## config.mk

```make
export PLATFORM = sky130hd
export DESIGN_NAME = fusion_mac
export DESIGN_NICKNAME = d
export VERILOG_FILES = /design/src/rtl/fusion_pkg.sv /design/src/rtl/bitbrick.sv /design/src/rtl/fusion_mac.sv
export SDC_FILE = /design/constraint.sdc
export NUM_CORES = 1
export LEC_CHECK = 0
export ABC_AREA = 1
export ABC_CLOCK_PERIOD_IN_PS = 8650
export CAP_MARGIN = 10
export CORE_UTILIZATION = 35
export DETAILED_ROUTE_END_ITERATION = 6
export GPL_ROUTABILITY_DRIVEN = 0
export PLACE_DENSITY = 0.56
export SYNTH_ARGS = -nofsm -noshare
export SYNTH_HDL_FRONTEND = slang
export SYNTH_SLANG_ARGS = --single-unit
```

## constraint.sdc

```tcl
create_clock -name clk -period 8.65 [get_ports clk]
set_input_delay 1.73 -clock clk [delete_from_list [all_inputs] [get_ports clk]]
set_output_delay 1.73 -clock clk [all_outputs]
set_load 0.01 [all_outputs]
```

## src/rtl/fusion_pkg.sv

```systemverilog
// Shared definitions for the Bit Fusion MAC: precision mode codes and the
// lane/slice geometry helpers used to steer and shift bitbrick products.
package fusion_pkg;

    localparam logic [1:0] MODE_2B = 2'd0;
    localparam logic [1:0] MODE_4B = 2'd1;
    localparam logic [1:0] MODE_8B = 2'd2;

    // log2 of the number of 2-bit slices per lane; mode 3 behaves as 8-bit
    function automatic int lane_slices_log2(input logic [1:0] m);
        case (m)
            MODE_2B: return 0;
            MODE_4B: return 1;
            default: return 2;
        endcase
    endfunction

    function automatic int lane_bits(input logic [1:0] m);
        return 2 << lane_slices_log2(m);
    endfunction

    // Position of a 2-bit slice inside its lane (0 = least significant)
    function automatic int slice_in_lane(input logic [1:0] m, input int idx);
        return idx & ((1 << lane_slices_log2(m)) - 1);
    endfunction

    // True when slice ia of A and slice ib of B belong to the same lane
    function automatic logic same_lane(input logic [1:0] m, input int ia, input int ib);
        return (ia >> lane_slices_log2(m)) == (ib >> lane_slices_log2(m));
    endfunction

    // Left shift applied to a brick product when rebuilding the lane product
    function automatic int brick_shift(input logic [1:0] m, input int ia, input int ib);
        return 2 * (slice_in_lane(m, ia) + slice_in_lane(m, ib));
    endfunction

endpackage

```

## src/rtl/bitbrick.sv

```systemverilog
// 2-bit x 2-bit multiplier brick; each operand is optionally treated as a
// signed 2-bit value (used when the brick holds the MSB slice of a signed lane).
module bitbrick (
    input  logic              s_x_i,
    input  logic              s_y_i,
    input  logic [1:0]        x_i,
    input  logic [1:0]        y_i,
    output logic signed [5:0] p_o
);
    logic signed [2:0] x_ext;
    logic signed [2:0] y_ext;

    assign x_ext = {s_x_i & x_i[1], x_i};
    assign y_ext = {s_y_i & y_i[1], y_i};
    assign p_o   = 6'(x_ext * y_ext);

endmodule

```

## src/rtl/fusion_mac.sv

```systemverilog
// Bit Fusion multiply-accumulate engine: (OPW/2)^2 bitbricks fused into a
// lane-wise dot product at 2/4/8-bit precision, accumulated over a burst.
// Pipeline: S1 brick products, S2 shift-add beat sum, S3 accumulator/output.
// Optional macro FUSION_MAC_SAT_EN: saturating accumulation plus out_sat flag.
module fusion_mac
    import fusion_pkg::*;
#(
    parameter int OPW   = 8,
    parameter int ACC_W = 32
) (
    input  logic             clk,
    input  logic             rst_n,
    input  logic             in_valid,
    output logic             in_ready,
    input  logic             in_first,
    input  logic             in_last,
    input  logic [1:0]       mode,
    input  logic             s_a,
    input  logic             s_b,
    input  logic [OPW-1:0]   a,
    input  logic [OPW-1:0]   b,
    output logic             out_valid,
    input  logic             out_ready,
    output logic [ACC_W-1:0] out_data
`ifdef FUSION_MAC_SAT_EN
    ,output logic            out_sat
`endif
);
    localparam int NS = OPW / 2;
    localparam int NB = NS * NS;

    logic                    stall;
    logic                    accept;
    logic [1:0]              mode_q;
    logic                    sa_q;
    logic                    sb_q;
    logic [1:0]              eff_mode;
    logic                    eff_sa;
    logic                    eff_sb;
    logic signed [5:0]       brick_prod [NB];
    logic signed [5:0]       prod_q [NB];
    logic                    s1_vld_q, s1_first_q, s1_last_q;
    logic [1:0]              s1_mode_q;
    logic signed [ACC_W-1:0] beat_sum;
    logic signed [ACC_W-1:0] s2_sum_q;
    logic                    s2_vld_q, s2_first_q, s2_last_q;
    logic [ACC_W-1:0]        acc_q, acc_d;
    logic [ACC_W-1:0]        out_data_q;
    logic                    out_valid_q;
`ifdef FUSION_MAC_SAT_EN
    logic                    s1_sgn_q, s2_sgn_q;
    logic                    sat_q, sat_d, out_sat_q;
    logic [ACC_W:0]          sum_ext;
`endif

    assign stall     = out_valid_q & ~out_ready;
    assign in_ready  = ~stall;
    assign accept    = in_valid & in_ready;
    assign out_valid = out_valid_q;
    assign out_data  = out_data_q;
`ifdef FUSION_MAC_SAT_EN
    assign out_sat   = out_sat_q;
`endif

    // The first beat uses its own mode/signs; later beats use the held copy
    assign eff_mode = in_first ? mode : mode_q;
    assign eff_sa   = in_first ? s_a  : sa_q;
    assign eff_sb   = in_first ? s_b  : sb_q;

    // Brick array: brick gi multiplies A slice gi%NS by B slice gi/NS
    for (genvar gi = 0; gi < NB; gi++) begin : g_brick
        localparam int IA = gi % NS;
        localparam int IB = gi / NS;
        logic              sx, sy;
        logic signed [5:0] p;

        assign sx = eff_sa & (slice_in_lane(eff_mode, IA) == lane_bits(eff_mode) / 2 - 1);
        assign sy = eff_sb & (slice_in_lane(eff_mode, IB) == lane_bits(eff_mode) / 2 - 1);

        bitbrick u_brick (
            .s_x_i (sx),
            .s_y_i (sy),
            .x_i   (a[2*IA +: 2]),
            .y_i   (b[2*IB +: 2]),
            .p_o   (p)
        );

        // Bricks pairing slices of different lanes contribute nothing
        assign brick_prod[gi] = same_lane(eff_mode, IA, IB) ? p : 6'sd0;
    end

    // Hold mode and sign flags for the rest of the burst
    always_ff @(posedge clk or negedge rst_n) begin
        if (!rst_n) begin
            mode_q <= MODE_2B;
            sa_q   <= 1'b0;
            sb_q   <= 1'b0;
        end else if (accept && in_first) begin
            mode_q <= mode;
            sa_q   <= s_a;
            sb_q   <= s_b;
        end
    end

    // S1: register gated brick products with the beat's control bits
    always_ff @(posedge clk or negedge rst_n) begin
        if (!rst_n) begin
            for (int n = 0; n < NB; n++) prod_q[n] <= '0;
            s1_vld_q   <= 1'b0;
            s1_first_q <= 1'b0;
            s1_last_q  <= 1'b0;
            s1_mode_q  <= MODE_2B;
`ifdef FUSION_MAC_SAT_EN
            s1_sgn_q   <= 1'b0;
`endif
        end else if (!stall) begin
            for (int n = 0; n < NB; n++) prod_q[n] <= brick_prod[n];
            s1_vld_q   <= accept;
            s1_first_q <= in_first;
            s1_last_q  <= in_last;
            s1_mode_q  <= eff_mode;
`ifdef FUSION_MAC_SAT_EN
            s1_sgn_q   <= eff_sa | eff_sb;
`endif
        end
    end

    // Shift-add reduction of the brick products into one beat sum
    always_comb begin
        beat_sum = '0;
        for (int n = 0; n < NB; n++) begin
            beat_sum = beat_sum + (ACC_W'(prod_q[n]) <<< brick_shift(s1_mode_q, n % NS, n / NS));
        end
    end

    // S2: register the beat sum
    always_ff @(posedge clk or negedge rst_n) begin
        if (!rst_n) begin
            s2_sum_q   <= '0;
            s2_vld_q   <= 1'b0;
            s2_first_q <= 1'b0;
            s2_last_q  <= 1'b0;
`ifdef FUSION_MAC_SAT_EN
            s2_sgn_q   <= 1'b0;
`endif
        end else if (!stall) begin
            s2_sum_q   <= beat_sum;
            s2_vld_q   <= s1_vld_q;
            s2_first_q <= s1_first_q;
            s2_last_q  <= s1_last_q;
`ifdef FUSION_MAC_SAT_EN
            s2_sgn_q   <= s1_sgn_q;
`endif
        end
    end

    // Next accumulator value: load on first beat, otherwise add (wrap or clamp)
    always_comb begin
        acc_d = acc_q;
`ifdef FUSION_MAC_SAT_EN
        sat_d   = sat_q;
        sum_ext = '0;
`endif
        if (s2_first_q) begin
            acc_d = s2_sum_q;
`ifdef FUSION_MAC_SAT_EN
            sat_d = 1'b0;
`endif
        end else begin
`ifdef FUSION_MAC_SAT_EN
            if (s2_sgn_q) begin
                sum_ext = {acc_q[ACC_W-1], acc_q} + {s2_sum_q[ACC_W-1], s2_sum_q};
                acc_d   = sum_ext[ACC_W-1:0];
                if (sum_ext[ACC_W] != sum_ext[ACC_W-1]) begin
                    acc_d = sum_ext[ACC_W] ? {1'b1, {(ACC_W-1){1'b0}}}
                                           : {1'b0, {(ACC_W-1){1'b1}}};
                    sat_d = 1'b1;
                end
            end else begin
                sum_ext = {1'b0, acc_q} + {1'b0, s2_sum_q};
                acc_d   = sum_ext[ACC_W-1:0];
                if (sum_ext[ACC_W]) begin
                    acc_d = '1;
                    sat_d = 1'b1;
                end
            end
`else
            acc_d = acc_q + s2_sum_q;
`endif
        end
    end

    // S3: accumulator and output register; a finished burst raises out_valid
    always_ff @(posedge clk or negedge rst_n) begin
        if (!rst_n) begin
            acc_q       <= '0;
            out_data_q  <= '0;
            out_valid_q <= 1'b0;
`ifdef FUSION_MAC_SAT_EN
            sat_q       <= 1'b0;
            out_sat_q   <= 1'b0;
`endif
        end else if (!stall) begin
            out_valid_q <= s2_vld_q & s2_last_q;
            if (s2_vld_q) begin
                acc_q <= acc_d;
`ifdef FUSION_MAC_SAT_EN
                sat_q <= sat_d;
`endif
                if (s2_last_q) begin
                    out_data_q <= acc_d;
`ifdef FUSION_MAC_SAT_EN
                    out_sat_q  <= sat_d;
`endif
                end
            end
        end
    end

endmodule

```

; ---- Word-level counts from Yosys, hierarchy flattened
; Index checks and enable logic that the tools add are counted.
[classes]
n_addsub = 26
n_mul = 16
n_eq_ne = 17
n_shift = 22
muxes = 18
n_bitwise = 22
reduce_logical = 6
[op_table]
columns = op, count
row1 = 32-bit adder, 15
row2 = 32-bit equality test, 12
row3 = 6-bit by 4-bit <<< shifter with 32-bit output, 8
row4 = 6-bit by 3-bit <<< shifter with 32-bit output, 5
row5 = 3-bit by 3-bit multiplier with 6-bit output, 16
row6 = 6-bit two-way mux, 12
row7 = 3-bit by 32-bit equality test with 1-bit output, 2
row8 = "1-bit by 32-bit >> shifter with 32-bit output, first input constant", 2
row9 = "2-bit by 32-bit >> shifter with 32-bit output, first input constant", 2
row10 = 6-bit by 2-bit <<< shifter with 32-bit output, 2
row11 = 32-bit by 1-bit adder with 32-bit output, 1
row12 = 6-bit by 32-bit adder with 32-bit output, 1
row13 = 2-bit by 32-bit equality test with 1-bit output, 1
row14 = 32-bit logical NOT, 1
row15 = 32-bit two-way mux, 1
row16 = "1-bit by 32-bit << shifter with 2-bit output, first input constant", 1
row17 = "2-bit by 32-bit << shifter with 32-bit output, first input constant", 1
row18 = "32-bit by 2-bit subtractor with 32-bit output, second input constant", 1
row19 = 1-bit bitwise AND, 20
row20 = 2-bit by 2-bit adder with 3-bit output, 3
row21 = 2-bit one-hot mux with 2 select lines, 2
row22 = "2-bit by 1-bit equality test with 1-bit output, second input constant", 2
row23 = 2-bit logical NOT, 2
row24 = "2-bit subtractor, second input constant", 2
row25 = other kinds (10), 12
[word_totals]
register_bits = 205
inputBits = 26
out_inout_bits = 34
wordCells = 157

; ---- Depth between registers and ports, before layout
[logic_depth]
ltp_word = 20
mapped_depth = 37
ltp_nobuf = 35

; ---- Hierarchy
; From an unflattened synthesis, not the netlist that was laid out.
[unflattened]
cells_unflattened = 3179
area_unflattened_um2 = 23709.0
[modules_own_cells]
columns = module, n_inst, cells_each, area_each_um2, seq_area_each_um2
row1 = fusion_mac, 1, 2427, 18904.4, 5129.9
row2 = bitbrick, 16, 47, 300.3, 0.0

; ---- Least setup slack after synthesis
; No wires, ideal clock.
[synth_timing]
kind = reg-to-reg
startpoint = register s1_mode_q[1]
endpoint = register s2_sum_q[16]
setup_ps = 118
arrival_ps = 6522
required_time_ps = 8532
slack_ps = 2010
stages_incl_launch_ff = 28
n_path_buf = 5
synth_period_minus_slack_ps = 6640
path_cell_list = dfrtp_1 clkbuf_1 nor2_1 inv_1 buf_2 buf_2 ha_1 clkbuf_1 buf_1 nand2_1 fa_1 inv_1 fa_1 fa_1 fa_1 fa_1 inv_1 fa_1 inv_1 ha_1 a21oi_1 a21boi_2 inv_1 nand2_1 nand2_1 or2_1 nand3_1 nand2_1
[synth_between]
elab_chain_cells = 20
elab_cells_between_ends = 41
classes_between = add/sub: 22 / eq/ne: 1 / shift: 16 / mux: 1 / reduce/logical: 1
[synth_lines]
columns = element, line
row1 = "start, declared", fusion_mac.sv:43  ; logic [1:0] s1_mode_q;
row2 = "start signal, assigned", fusion_mac.sv:121  ; s1_mode_q <= eff_mode;
row3 = 2-bit by 1-bit equality test with 1-bit output or 2-bit logical NOT (tied branches), --
row4 = 2-bit one-hot mux with 2 select lines (*), --
row5 = 1-bit by 32-bit << shifter with 2-bit output (*), fusion_pkg.sv:24  ; return idx & ((1 << lane_slices_log2(m)) - 1);
row6 = 2-bit subtractor (*), fusion_pkg.sv:24
row7 = 6-bit by 2-bit <<< shifter with 32-bit output, fusion_mac.sv:132  ; beat_sum = beat_sum + (ACC_W'(prod_q[n]) <<< brick_shift(s1_mode_q, n % NS, n / NS));
row8 = 6-bit by 32-bit adder with 32-bit output, fusion_mac.sv:132
row9 = 32-bit adder (13 in a row), fusion_mac.sv:132
row10 = 32-bit adder (*), fusion_mac.sv:132
row11 = "end signal, assigned", fusion_mac.sv:147  ; s2_sum_q <= beat_sum;
row12 = "end, declared", fusion_mac.sv:45  ; logic signed [ACC_W-1:0] s2_sum_q;
; Every way passes the cells marked *; elsewhere a longest branch is shown, timed or not.
; A chain may end at the register's enable or synchronous reset.

; ---- Worst setup path after layout
[layout_timing]
startpoint = register s1_mode_q[0]
endpoint = register s2_sum_q[26]
; Same word-level chain as after synthesis.

==> out/results.ini <==
[run_status]
status=finished, final reports clean

[critical_path]
crit_fanout=16
arrival_ns=7.51
slowest_delay_ns=0.55
required_ns=9.12
start_kind=register
crit_top_cell=inv_1
endpoint_kind=register
criticalPathCategory=register to register
slowest_stage=fa_1

[layout]
layout-drive-gt1-share=0.0498
nets=3407
layout_common_cells=nand2_1, inv_1, fa_1
fill_cells=6819
syn2layout_area_growth_pct=9.60
n_antenna_cell=0
layout_commonest_cell=nand2_1
final_cell_area_mm2=0.0251

[logic_synthesis]
syn_area_per_cell_um2=7.84
syn_nets=3395
synth_area_mm2=0.0229
ys_seq_elements=205
yosysWarnings=0
yosysUniqueCellTypes=44
synthCells=2925
yosysSeqAreaShare=0.224
async_reset_ff_frac=1.00
ys.flop_type=dfrtp_1
synth-edff-count=0

[placement]
place_ws_ns=1.63
dp_hpwl_um=53700
placed_area_mm2=0.0243
numPortBuffers=59

[cts]
postCtsSetupBuffers=0
clk_pin_slew_ns=0.06
cts.htree.levels=1
cts_tree=done
numCtsBuffers=24
clock_path_buffers=3
cts-resized-gates=0
cts_sinks=205
cts_hold_buf=0
clk_latency_ns=0.54
cts_root_buf=clkbuf_16

[timing]
min_period_ns=7.05
maxSlewViolCount=0
tightest_slew_ns=1.04
setup_ws_ns=1.60
hold_ws_ns=0.472
fin_crit_sh=0.814
finalHoldViolCount=0
relSlewSlack=0.305
fmax_mhz=142
clock_skew_ns=0.00785
tns_ns=0
finalSetupViolCount=0
rsz0062_at_grt=false

[die]
io_pins=60
coreArea_mm2=0.0646
die_w_um=258
dieArea_mm2=0.0665
die_h_um=258
start_util=0.355
rows=93

[global_routing]
grtUsageMet2=0.326
grt_pass1_wl_um=104000
grt_util_met3=0.0259
top_usage_layer=met2
grt_max_degree=159
grt_pass1_vias=18200
use_met1=0.280
grtUsageTotal=0.202
gr-total-overflow=0
antenna_found_initial=0

[worst_hold_path]
hp-class=register to register

[run]
drv_cap=0

[routing]
wl_per_cell_um=17.2
drt_iter0_drc=1295
first_pass_iters=5
vias_per_cell=4.68
remaining_drc_errors=0
ant_nets=0
vias=17800
totalWireLength_um=65500

-- per-layer routing --
layer | vias to the layer above | routed length (um)
met4 | 0 | 2530
met3 | 111 | 2900
met2 | 411 | 29600
li1 | 8819 | -
met5 | - | 0
met1 | 8472 | 30500
-- cells in the mapped netlist, types with 12 or more instances --
| cell type | number | area share |
|---|---|---|
| o21ai_0 | 171 | 0.037 |
| buf_2 | 27 | 0.0059 |
| nor3_1 | 15 | 0.0033 |
| nand3_1 | 116 | 0.025 |
| nor2_2 | 18 | 0.0049 |
| fa_1 | 303 | 0.26 |
| nor2_4 | 12 | 0.0059 |
| nor2_1 | 109 | 0.018 |
| inv_1 | 688 | 0.11 |
| xor2_1 | 12 | 0.0046 |
| a21oi_1 | 75 | 0.016 |
| clkbuf_1 | 49 | 0.0080 |
| dfrtp_1 | 205 | 0.22 |
| xnor2_1 | 46 | 0.018 |
| o22ai_1 | 63 | 0.017 |
| nand2_1 | 745 | 0.12 |
| inv_2 | 20 | 0.0033 |
| buf_1 | 13 | 0.0021 |
| ha_1 | 141 | 0.077 |
-- cells by family (layout without fill, tap and decap cells) --
| logic type | after synthesis | after routing | share of synthesized area |
|---|---|---|---|
| buf+inv | 800 | 827 | 0.133 |
| flops | 205 | 205 | 0.224 |
| compound gates | 353 | 353 | 0.0849 |
| xor+xnor | 58 | 58 | 0.0222 |
| fa+ha+maj | 444 | 444 | 0.342 |
| simple gates | 1065 | 1065 | 0.194 |
-- worst paths after layout --
path / slack (ns) / end / startpoint / cells after the start
worst min-delay path: 0.47 / out_data[1]$_DFFE_PN0P_ / out_data[1]$_DFFE_PN0P_ / 2
worst max register to register: 1.60 / s2_sum_q[26]$_DFFE_PN0N_ / s1_mode_q[0]$_DFFE_PN0N_ / 27
min in group asynchronous: 1.09 / out_data[3]$_DFFE_PN0P_ / rst_n / 1
worst min register to register: 0.47 / out_data[1]$_DFFE_PN0P_ / out_data[1]$_DFFE_PN0P_ / 2
worst max-delay path: 1.60 / s2_sum_q[26]$_DFFE_PN0N_ / s1_mode_q[0]$_DFFE_PN0N_ / 27
max in group asynchronous: 6.25 / prod_q[26]$_DFFE_PN0N_ / rst_n / 2
-- stage by stage --
stage / utilization / cells
2_1_floorplan: - / 2925
3_3_place_gp: 0.377 / 3766
3_5_place_dp: 0.377 / 3766
4_1_cts: 0.389 / 3807
5_1_grt: 0.389 / 3807
6_report: 0.389 / 3807
-- critical path: cells and delay by family (launching register included) --
family / cells / cell delay [ns]
buffers and inverters: 9 / 1.05
AND/OR/NAND/NOR: 6 / 0.61
flip-flops: 1 / 0.44
AO/OA/AOI/OAI: 4 / 1.05
adder cells (fa/ha/maj): 8 / 3.79
-- sequential cells by signal (all words and copies together) (netlist names), 2 cells and up --
register and cells:
out_data 32, mode_q 2, s1_mode_q 2, prod_q 96, acc_q 32, s2_sum_q 32
-- cell type report --
cell class,count,area (um^2),share of cell area
multi-input combinational,1920,14700,0.587
sequential,205,5130,0.204
inverter,709,2660,0.106
tap,855,1070,0.0426
timing repair buffer,77,743,0.0296
clock buffer,33,696,0.0277
clock inverter,8,76.3,0.00304
Power is not shown: default switching activity piles up to over one toggle a cycle in this logic, so the estimate is an artifact.
